$ cat src/rtl/irrigation_scheduler_pkg.sv
`default_nettype none
// ============================================================================
// irrigation_scheduler_pkg : shared state encodings, outlet indices, BCD helper
// Revision: 1.0
// ============================================================================
package irrigation_scheduler_pkg;

   typedef enum logic [1:0] {
      ST_IDLE     = 2'b00,
      ST_IRRIGATE = 2'b01,
      ST_REFILL   = 2'b10,
      ST_COOLDOWN = 2'b11
   } state_t;

   localparam int OUT_SPRINKLER = 0;
   localparam int OUT_DRIP      = 1;
   localparam int OUT_SPECIFIC  = 2;

   // Seconds (0..39) to the {dozens[1:0], units[3:0]} BCD pair.
   function automatic logic [5:0] sec_to_bcd(input int sec);
      return {2'(sec / 10), 4'(sec % 10)};
   endfunction

endpackage
`default_nettype wire

$ cat src/rtl/irrigation_scheduler_bcd_down_counter_30.sv
`default_nettype none
// ============================================================================
// bcd_down_counter_30 : two-digit BCD down counter that saturates at 00
// Revision: 1.0
// ============================================================================
module bcd_down_counter_30 (
   input  logic       clk,
   input  logic       rst_n,
   input  logic       load_i,
   input  logic [5:0] load_value_i,
   input  logic       enable_i,
   input  logic       hold_i,
   output logic [1:0] dozens_o,
   output logic [3:0] units_o,
   output logic       is_zero_o
);

   logic [1:0] dozens_q;
   logic [3:0] units_q;

   assign is_zero_o = (dozens_q == 2'd0) && (units_q == 4'd0);

   // Load takes precedence over a decrement requested in the same cycle.
   always_ff @(posedge clk or negedge rst_n) begin
      if (!rst_n) begin
         dozens_q <= 2'd0;
         units_q  <= 4'd0;
      end else if (load_i) begin
         dozens_q <= load_value_i[5:4];
         units_q  <= load_value_i[3:0];
      end else if (enable_i && !hold_i && !is_zero_o) begin
         if (units_q == 4'd0) begin
            units_q  <= 4'd9;
            dozens_q <= dozens_q - 2'd1;
         end else begin
            units_q  <= units_q - 4'd1;
         end
      end
   end

   assign dozens_o = dozens_q;
   assign units_o  = units_q;

endmodule
`default_nettype wire

$ cat src/rtl/irrigation_scheduler.sv
`default_nettype none
// ============================================================================
// irrigation_scheduler : arbitrates the shared water box between three outlets
// Revision: 1.0
// ============================================================================
module irrigation_scheduler
   import irrigation_scheduler_pkg::*;
#(
   parameter int SPRINKLER_SEC = 30,
   parameter int DRIP_SEC      = 20,
   parameter int SPECIFIC_SEC  = 10,
   parameter int COOLDOWN_SEC  = 5
) (
   input  logic       clock_50MHz,
   input  logic       reset_n,
   input  logic       tick_1hz,
   input  logic [2:0] req,
   input  logic [1:0] water_box,
   input  logic       button,
   output logic [2:0] valves,
   output logic       pump,
   output logic [1:0] state,
   output logic [1:0] dozens,
   output logic [3:0] units,
   output logic       time_over
);

   localparam logic [5:0] SPRINKLER_BCD = sec_to_bcd(SPRINKLER_SEC);
   localparam logic [5:0] DRIP_BCD      = sec_to_bcd(DRIP_SEC);
   localparam logic [5:0] SPECIFIC_BCD  = sec_to_bcd(SPECIFIC_SEC);
   localparam logic [5:0] COOLDOWN_BCD  = sec_to_bcd(COOLDOWN_SEC);

   state_t     state_q, state_d;
   logic [2:0] grant_q, grant_d;
   logic [2:0] valves_q;
   logic       pump_q;
   logic       time_over_q, time_over_d;

   logic [2:0] pick;
   logic [5:0] pick_bcd;
   logic       cnt_load;
   logic [5:0] cnt_load_value;
   logic       cnt_run;
   logic       cnt_zero;
   logic       timeout;

   // Fixed priority: specific > drip > sprinkler.
   always_comb begin
      pick     = 3'b000;
      pick_bcd = 6'd0;
      if (req[OUT_SPECIFIC]) begin
         pick[OUT_SPECIFIC] = 1'b1;
         pick_bcd           = SPECIFIC_BCD;
      end else if (req[OUT_DRIP]) begin
         pick[OUT_DRIP] = 1'b1;
         pick_bcd       = DRIP_BCD;
      end else if (req[OUT_SPRINKLER]) begin
         pick[OUT_SPRINKLER] = 1'b1;
         pick_bcd            = SPRINKLER_BCD;
      end
   end

   assign timeout = tick_1hz && cnt_zero;

   always_comb begin
      state_d        = state_q;
      grant_d        = grant_q;
      time_over_d    = 1'b0;
      cnt_load       = 1'b0;
      cnt_load_value = COOLDOWN_BCD;
      cnt_run        = 1'b0;
      case (state_q)
         ST_IDLE: begin
            if (req != 3'b000) begin
               grant_d        = pick;
               cnt_load       = 1'b1;
               cnt_load_value = pick_bcd;
               state_d        = (water_box != 2'b00) ? ST_IRRIGATE : ST_REFILL;
            end
         end
         ST_IRRIGATE: begin
            // Timeout outranks both abort and a dry box in the same cycle.
            if (timeout) begin
               time_over_d = 1'b1;
               grant_d     = 3'b000;
               cnt_load    = 1'b1;
               state_d     = ST_COOLDOWN;
            end else if (button) begin
               grant_d  = 3'b000;
               cnt_load = 1'b1;
               state_d  = ST_COOLDOWN;
            end else if (water_box == 2'b00) begin
               state_d = ST_REFILL;
            end else begin
               cnt_run = 1'b1;
            end
         end
         ST_REFILL: begin
            if (button) begin
               grant_d  = 3'b000;
               cnt_load = 1'b1;
               state_d  = ST_COOLDOWN;
            end else if (water_box == 2'b11) begin
               state_d = (grant_q != 3'b000) ? ST_IRRIGATE : ST_IDLE;
            end
         end
         ST_COOLDOWN: begin
            if (timeout) state_d = ST_IDLE;
            else         cnt_run = 1'b1;
         end
         default: state_d = ST_IDLE;
      endcase
   end

   always_ff @(posedge clock_50MHz or negedge reset_n) begin
      if (!reset_n) begin
         state_q     <= ST_IDLE;
         grant_q     <= 3'b000;
         valves_q    <= 3'b000;
         pump_q      <= 1'b0;
         time_over_q <= 1'b0;
      end else begin
         state_q     <= state_d;
         grant_q     <= grant_d;
         valves_q    <= (state_d == ST_IRRIGATE) ? grant_d : 3'b000;
         pump_q      <= (state_d == ST_REFILL);
         time_over_q <= time_over_d;
      end
   end

   bcd_down_counter_30 u_timer (
      .clk          (clock_50MHz),
      .rst_n        (reset_n),
      .load_i       (cnt_load),
      .load_value_i (cnt_load_value),
      .enable_i     (tick_1hz),
      .hold_i       (!cnt_run),
      .dozens_o     (dozens),
      .units_o      (units),
      .is_zero_o    (cnt_zero)
   );

   assign valves    = valves_q;
   assign pump      = pump_q;
   assign state     = state_q;
   assign time_over = time_over_q;

endmodule
`default_nettype wire
$ cat config.mk
export PLATFORM = sky130hd
export DESIGN_NAME = irrigation_scheduler
export DESIGN_NICKNAME = d
export VERILOG_FILES = /design/src/rtl/irrigation_scheduler_pkg.sv /design/src/rtl/irrigation_scheduler_bcd_down_counter_30.sv /design/src/rtl/irrigation_scheduler.sv
export SDC_FILE = /design/constraint.sdc
export NUM_CORES = 1
export LEC_CHECK = 0
export CAP_MARGIN = 15
export CORE_UTILIZATION = 49
export DETAILED_ROUTE_END_ITERATION = 8
export HOLD_SLACK_MARGIN = 0.02
export PLACE_DENSITY = 0.78
export SLEW_MARGIN = 20
export SYNTH_ARGS = -nofsm -noshare
export SYNTH_HDL_FRONTEND = slang
export SYNTH_HIERARCHICAL = 1
export SYNTH_SLANG_ARGS = --single-unit
$ cat constraint.sdc
create_clock -name clock_50MHz -period 2.55 [get_ports clock_50MHz]
set_clock_uncertainty 0.2 [all_clocks]
set_input_delay 0.51 -clock clock_50MHz [delete_from_list [all_inputs] [get_ports clock_50MHz]]
set_output_delay 0.51 -clock clock_50MHz [all_outputs]
set_load 0.005 [all_outputs]
==> impl_metrics.csv <==
group,metric,value,unit
grt,grt.overflow.total,0,
floorplanning,die_y,47.3,um
synth,ys.warnings.count,6,
final_layout,antenna_cells,0,
synth,synth_top_flop_cell,"dfrtp_1",
setup_path,rr_startpoint,"u_timer/dozens_o[0]",
route,drcViolationCount,0,
sta,finalWorstSetupSlack,0.307,ns
synth,yosys-top-cells-count,"dfrtp_1, nand2_1, nor2_1",
floorplanning,coreArea,0.00194,mm^2
floorplanning,die-area,0.00224,mm^2
power,vdd_drop_max,0.520,mV
route,wire_per_inst,14.0,um
cts,numCtsBuffers,3,
synth,synth.largest_area_cell,"dfrtp_1",
cts,htree_levels,1,
final_layout,fillCellCount,166,
cts,cts_sinks,16,
route,drt_iter0_markers,31,
floorplanning,initial_core_util,51.9,%
sta,min_period_over_period,87.9,%
setup_path,rrSetupSlack,0.31,ns
floorplanning,rows,16,
cts,tritoncts,"yes",
placed_design,dp_cells,155,
synth,synth_top_area_share,39.8,%
placed_design,place_congestion,0.825,
final_layout,area_growth,29.9,%
setup_path,arrival,2.26,ns
floorplanning,io_pins,22,
grt,grt_pass1_vias,819,
setup_path,end_kind,"flop",
synth,syn-cell-area,0.00101,mm^2
setup_path,required,2.57,ns
cts,clockRootBuffer,"clkbuf_4",
setup_path,max_stage_delay,0.36,ns
route,dr_total_vias,890,
synth,synth-seq-cells,16,
route,routed_via_density,5.60,
synth,synth_area_leaders,"dfrtp_1, nand2_1, nor2_1, nor3b_2, o41ai_4",
setup_path,crit_path_start_kind,"flop",
sta,final.min_clock_period,2.24,ns
placed_design,port_buffers,21,
sta,finalMaxSlewViolations,0,
setup_path,cp_max_fo,15,
route,ant_nets,0,
final_layout,drive_gt1_share,18.9,%
setup_path,cp_num_buf_inv,1,
sta,worst_pin_slew,0.702,ns
placed_design,hpwl,1710,um
setup_path,worst_path_max_delay_cell,"dfrtp_1",
run,cap_violations,0,
grt,grt_first_pass_wirelength,3610,um
setup_path,critical-path-top-delay-family,"compound AO/OA/AOI/OAI gates",
route,detail_route.first_pass.iterations,6,
final_layout,stdcell_count,159,
synth,ys_types,42,
cts,cts.path.max_buffers,2,
cts,clkTransAtPathRegs,0.09,ns
setup_path,worstPathCellList,"inv_1 > ha_1 > and3_1 > a21oi_1 > o22a_1 > nand2_2 > a211o_1 > nand3_1",
grt,grt_max_degree,17,
power,powerDensity,875,mW/mm^2
final_layout,fin_nets,143,
synth,post-synth-top-count-cell,"dfrtp_1",
synth,syn_avg_cell_area,9.68,um^2
synth,synth-edff-count,0,
synth,synth_seq_area_share,39.8,%
cts,clk_latency,0.29,ns
sta,max_freq,446,MHz
hold_path,hold_start,"grant_q[0]",
setup_path,path_class,"reg2reg",
grt,grt_use_total,24.4,%
power,leakage,0.536,nW
sta,hold_violations,0,
route,totalWireLength,2230,um
hold_path,whs_endpoint,"grant_q[0]",
sta,relSlewSlack,53.1,%
synth,synth-async-reset-ratio,100,%
hold_path,hp-class,"reg2reg",
sta,final-setup-viol-count,0,
sta,finalSetupTns,0,ns
sta,grt_setup_unrepaired,"no",
hold_path,whs_path_depth,1,
grt,antenna_found_initial,0,
floorplanning,fp.dieW,47.3,um
placed_design,pre_cts_ws,0.00601,ns
setup_path,timing.rr.end,"u_timer/dozens_o[1]",
synth,netlist_instances,104,
setup_path,reg2regPathDepth,8,
status,status,"completed",
through the flow:
stage          hold WS [ns]  util, %  cell area (um^2)  total power [W]
3_5_place_dp          0.315     65.4              1270         0.000979
4_1_cts               0.338     67.3              1310          0.00115
3_3_place_gp          0.308     65.4              1270         0.000958
6_report              0.331     67.4              1310          0.00114
5_1_grt               0.366     67.4              1310          0.00124
2_1_floorplan        0.0144        -              1010         0.000753
what timing repair did:
action	CTS	global route
setup buffers	0	0
setup endpoints to repair	0	4
hold buffers	0	0
gates resized for setup	0	1
power breakdown:
part,total [W],switching (W),internal [W]
clock network,0.000169,0.0000822,0.0000869
registers,0.000439,0.000112,0.000327
logic,0.000537,0.000249,0.000287
total,0.00114,0.000444,0.000701
sequential cells by signal (all words and copies together) (netlist names):
register / flops
u_timer/units_o: 4
grant_q: 3
pump: 1
state: 2
time_over: 1
u_timer/dozens_o: 2
valves: 3
kinds of logic (layout without fill, tap and decap cells):
kind of cell    after synthesis  count (layout)  share of synthesized area (%)
compound gates               28              28                           23.6
fa+ha+maj                     1               1                           1.24
buf+inv                       8              35                           4.10
flops                        16              16                           39.8
mux                           1               1                          0.994
other cells                   1               2                          0.372
simple gates                 49              49                           29.9
how the worst max path moves through the flow:
stage / start / end / cells after the start
3_3_place_gp: tick_1hz / u_timer/dozens_o[1] / 6
6_report: u_timer/dozens_o[0] / u_timer/dozens_o[1] / 8
3_5_place_dp: tick_1hz / u_timer/dozens_o[1] / 6
4_1_cts: u_timer/dozens_o[0] / u_timer/dozens_o[1] / 8
2_1_floorplan: u_timer/dozens_o[0] / u_timer/units_o[2] / 9
5_1_grt: u_timer/dozens_o[0] / u_timer/dozens_o[1] / 8
per-layer routing:
| layer | share of wire [%] | GRT usage, % |
|---|---|---|
| met1 | 41 | 27.9 |
| met2 | 53 | 43.0 |
| met3 | 3.8 | 3.85 |
| met4 | 1.6 | 13.1 |
| met5 | 0 | 0 |
final cells by class:
| cell class | instances | area, um^2 | area share [%] |
|---|---|---|---|
| Sequential cell | 16 | 400 | 30.6 |
| Clock buffer | 4 | 36.3 | 2.77 |
| Multi-Input combinational cell | 81 | 572 | 43.7 |
| Inverter | 5 | 18.8 | 1.43 |
| Timing Repair Buffer | 26 | 248 | 18.9 |
| Tap cell | 27 | 33.8 | 2.58 |
layout by cell type, fill, tap and decap left out, types with 2 or more instances in the layout:
cell type / netlist / final
a21o_1: 2 / 2
nor3_1: 2 / 2
a211oi_1: 2 / 2
nand2_1: 12 / 11
nand2b_1: 3 / 3
buf_4: 1 / 5
o21ai_1: 2 / 2
nand3_1: 5 / 5
nor2b_1: 2 / 2
inv_1: 5 / 5
a21oi_1: 5 / 5
nor2_1: 12 / 12
nor3b_2: 3 / 3
clkdlybuf4s50_1: 0 / 21
and3_1: 2 / 2
a211o_1: 2 / 2
dfrtp_1: 16 / 16
clkbuf_4: 0 / 3
o211ai_1: 3 / 3
conb_1: 1 / 2
Power figures use the tool's default switching activity.
==> patch, RTL diff (config.mk and constraints unchanged) <==
`SPECIFIC_SEC`: 10 -> 5.
--- a/src/rtl/irrigation_scheduler.sv
+++ b/src/rtl/irrigation_scheduler.sv
@@ -9,5 +9,5 @@
    parameter int SPRINKLER_SEC = 30,
    parameter int DRIP_SEC      = 20,
-   parameter int SPECIFIC_SEC  = 10,
+   parameter int SPECIFIC_SEC  = 5,
    parameter int COOLDOWN_SEC  = 5
 ) (
Function: changed (Yosys sat finds a counterexample within 4 cycles, from zero or initial values and one cycle with reset_n low).
==> patch against the original RTL <==
Final area decreased by 3.5%; sequential cell count did not move; synthesized area is 1.5% lower; power is 7.5% higher; setup slack worse by 0.098 ns; wire length is 0.76% lower; sequential share of layout area grew 1.1 points.
==> patch: results (changes against the original RTL) <==
DP Area - 1230 um^2 (was 1270 um^2)
max FFs per register - 4 (unchanged)
post_cts resized - 0 (unchanged)
Internal - 0.000742 W (was 0.000701 W)
Syn. warnings - 6 (unchanged)
initial antenna violation count - 0 (unchanged)
TritonCTS Buffers - 3 (unchanged)
Distinct cells, synth - 43 (was 42)
n_diodes - 0 (unchanged)
P_leak - 0.503 nW (was 0.536 nW)
Tightest Hold Check Type - primary input to async pin (was register to register)
most frequent cells after synthesis - dfrtp_1, nor2_1, nand2_1 (was dfrtp_1, nand2_1, nor2_1)
HPWL Detailed - 1.62 mm (was 1.71 mm)
Final nets - 141 (was 143)
GPL Wtd Cong - 0.894 (was 0.825)
worst skew pair latency - 0.29 ns (about the same)
Post-CTS Setup Bufs - 0 (unchanged)
Buffers on Ports - 21 (unchanged)
Layout fillers - 150 (was 166)
Worst slew margin - 66.4% (was 53.1%)
CTS H-tree depth - 1 (unchanged)
status - finished clean (unchanged)
Total Routed Length - 2.21 mm (was 2.23 mm)
clock slew at reported path FFs - 0.10 ns
Peak VDD IR - 562 uV (was 520 uV)
DRT iter0 DRCs - 24 (was 31)
top cells by area, synth - dfrtp_1, nor2_1, a211oi_2 (was dfrtp_1, nand2_1, nor2_1)
first-pass GRT wire length - 3.57 mm (was 3.61 mm)
post-synthesis sequential area ratio - 40.4% (was 39.8%)
Root Driver - clkbuf_4 (unchanged)
vias in the first global route - 813 (was 819)
drt via density - 5.69 (was 5.60)
Finished Core Util - 69.3% (was 67.4%)
Overall Global Routing Usage - 23.4% (was 24.4%)
async set-reset flop share out of synthesis - 100% (unchanged)
Clock Path Buffers - 2 (unchanged)
Worst Path Max Fanout - 15 (unchanged)
DRT Pass-1 Iters - 4 (was 6)
fraction of layout cells with a size suffix above 1 - 14.6% (was 18.9%)
Worst Path Arrival - 2.33 ns (was 2.26 ns)
largest net degree at the start of global routing - 17 (unchanged)
patch: changes by cell type after synthesis, sizes merged, moves of 2 or more:
cell / unedited run / this run
nor2b: 2 / 4
or2: 0 / 2
a21o: 2 / 0
nand2b: 4 / 1
nand2: 12 / 10
a211oi: 2 / 4
nand3: 6 / 4
o22a: 2 / 0
o21ai: 3 / 7
patch: per-layer routing:
layer	GRT usage, %	vias up	wire length, um
met4	7.43	0	14
met3	5.00	2	116
met2	37.5	29	1130
met5	0	-	0
li1	-	428	-
met1	31.8	423	952
patch: final cells by class:
| class | instances | area share, % |
|---|---|---|
| flip-flops and latches | 16 | 31.7 |
| well taps | 25 | 2.48 |
| multi-input cells | 82 | 43.6 |
| repair buffers | 23 | 17.8 |
| clock buffers | 4 | 2.87 |
| inverters | 5 | 1.49 |
patch: cell families after synthesis:
family | after synthesis | share of synthesized area [%]
AO/OA/AOI/OAI | 30 | 24.2
adder cells (fa/ha/maj) | 1 | 1.26
buffers and inverters | 8 | 4.54
flip-flops | 16 | 40.4
multiplexers | 1 | 1.01
other | 1 | 0.378
AND/OR/NAND/NOR | 48 | 28.2
patch: path summary, 6_finish.rpt:
path                       cells past startpoint            endpoint                 from  slack (ns)
hold / removal                                 2  u_timer/units_o[2]              reset_n        0.32
setup / recovery                               9  u_timer/units_o[0]  u_timer/dozens_o[0]        0.21
hold reg to reg                                2          grant_q[2]           grant_q[2]        0.35
min in group clock_50MHz                       2          grant_q[2]           grant_q[2]        0.35
setup reg to reg                               9  u_timer/units_o[0]  u_timer/dozens_o[0]        0.21
max in group asynchronous                      2                pump              reset_n        1.64
patch: stage by stage:
stage	setup WS (ns)	instances
2_1_floorplan	0.0774	106
3_3_place_gp	0.144	151
3_5_place_dp	0.0985	151
4_1_cts	0.249	155
5_1_grt	0.0639	155
6_report	0.210	155
patch: worst max-delay path: stages, from the launching register on:
cell and delay (ns):
dfrtp_1 0.41, inv_1 0.09, ha_1 0.25, and3_1 0.24, a21oi_1 0.12, o21a_1 0.23
a211oi_1 0.24, buf_4 0.23, nor2b_1 0.19, a21oi_2 0.04
patch: power by group through the flow:
stage / combinational, W / sequential [W] / clock (W)
after global placement: 0.000586 / 0.000450 / 0
final: 0.000608 / 0.000451 / 0.000171
after floorplan: 0.000420 / 0.000421 / 0
after detailed placement: 0.000605 / 0.000456 / 0
after CTS: 0.000608 / 0.000449 / 0.000171
after global routing: 0.000664 / 0.000469 / 0.000181
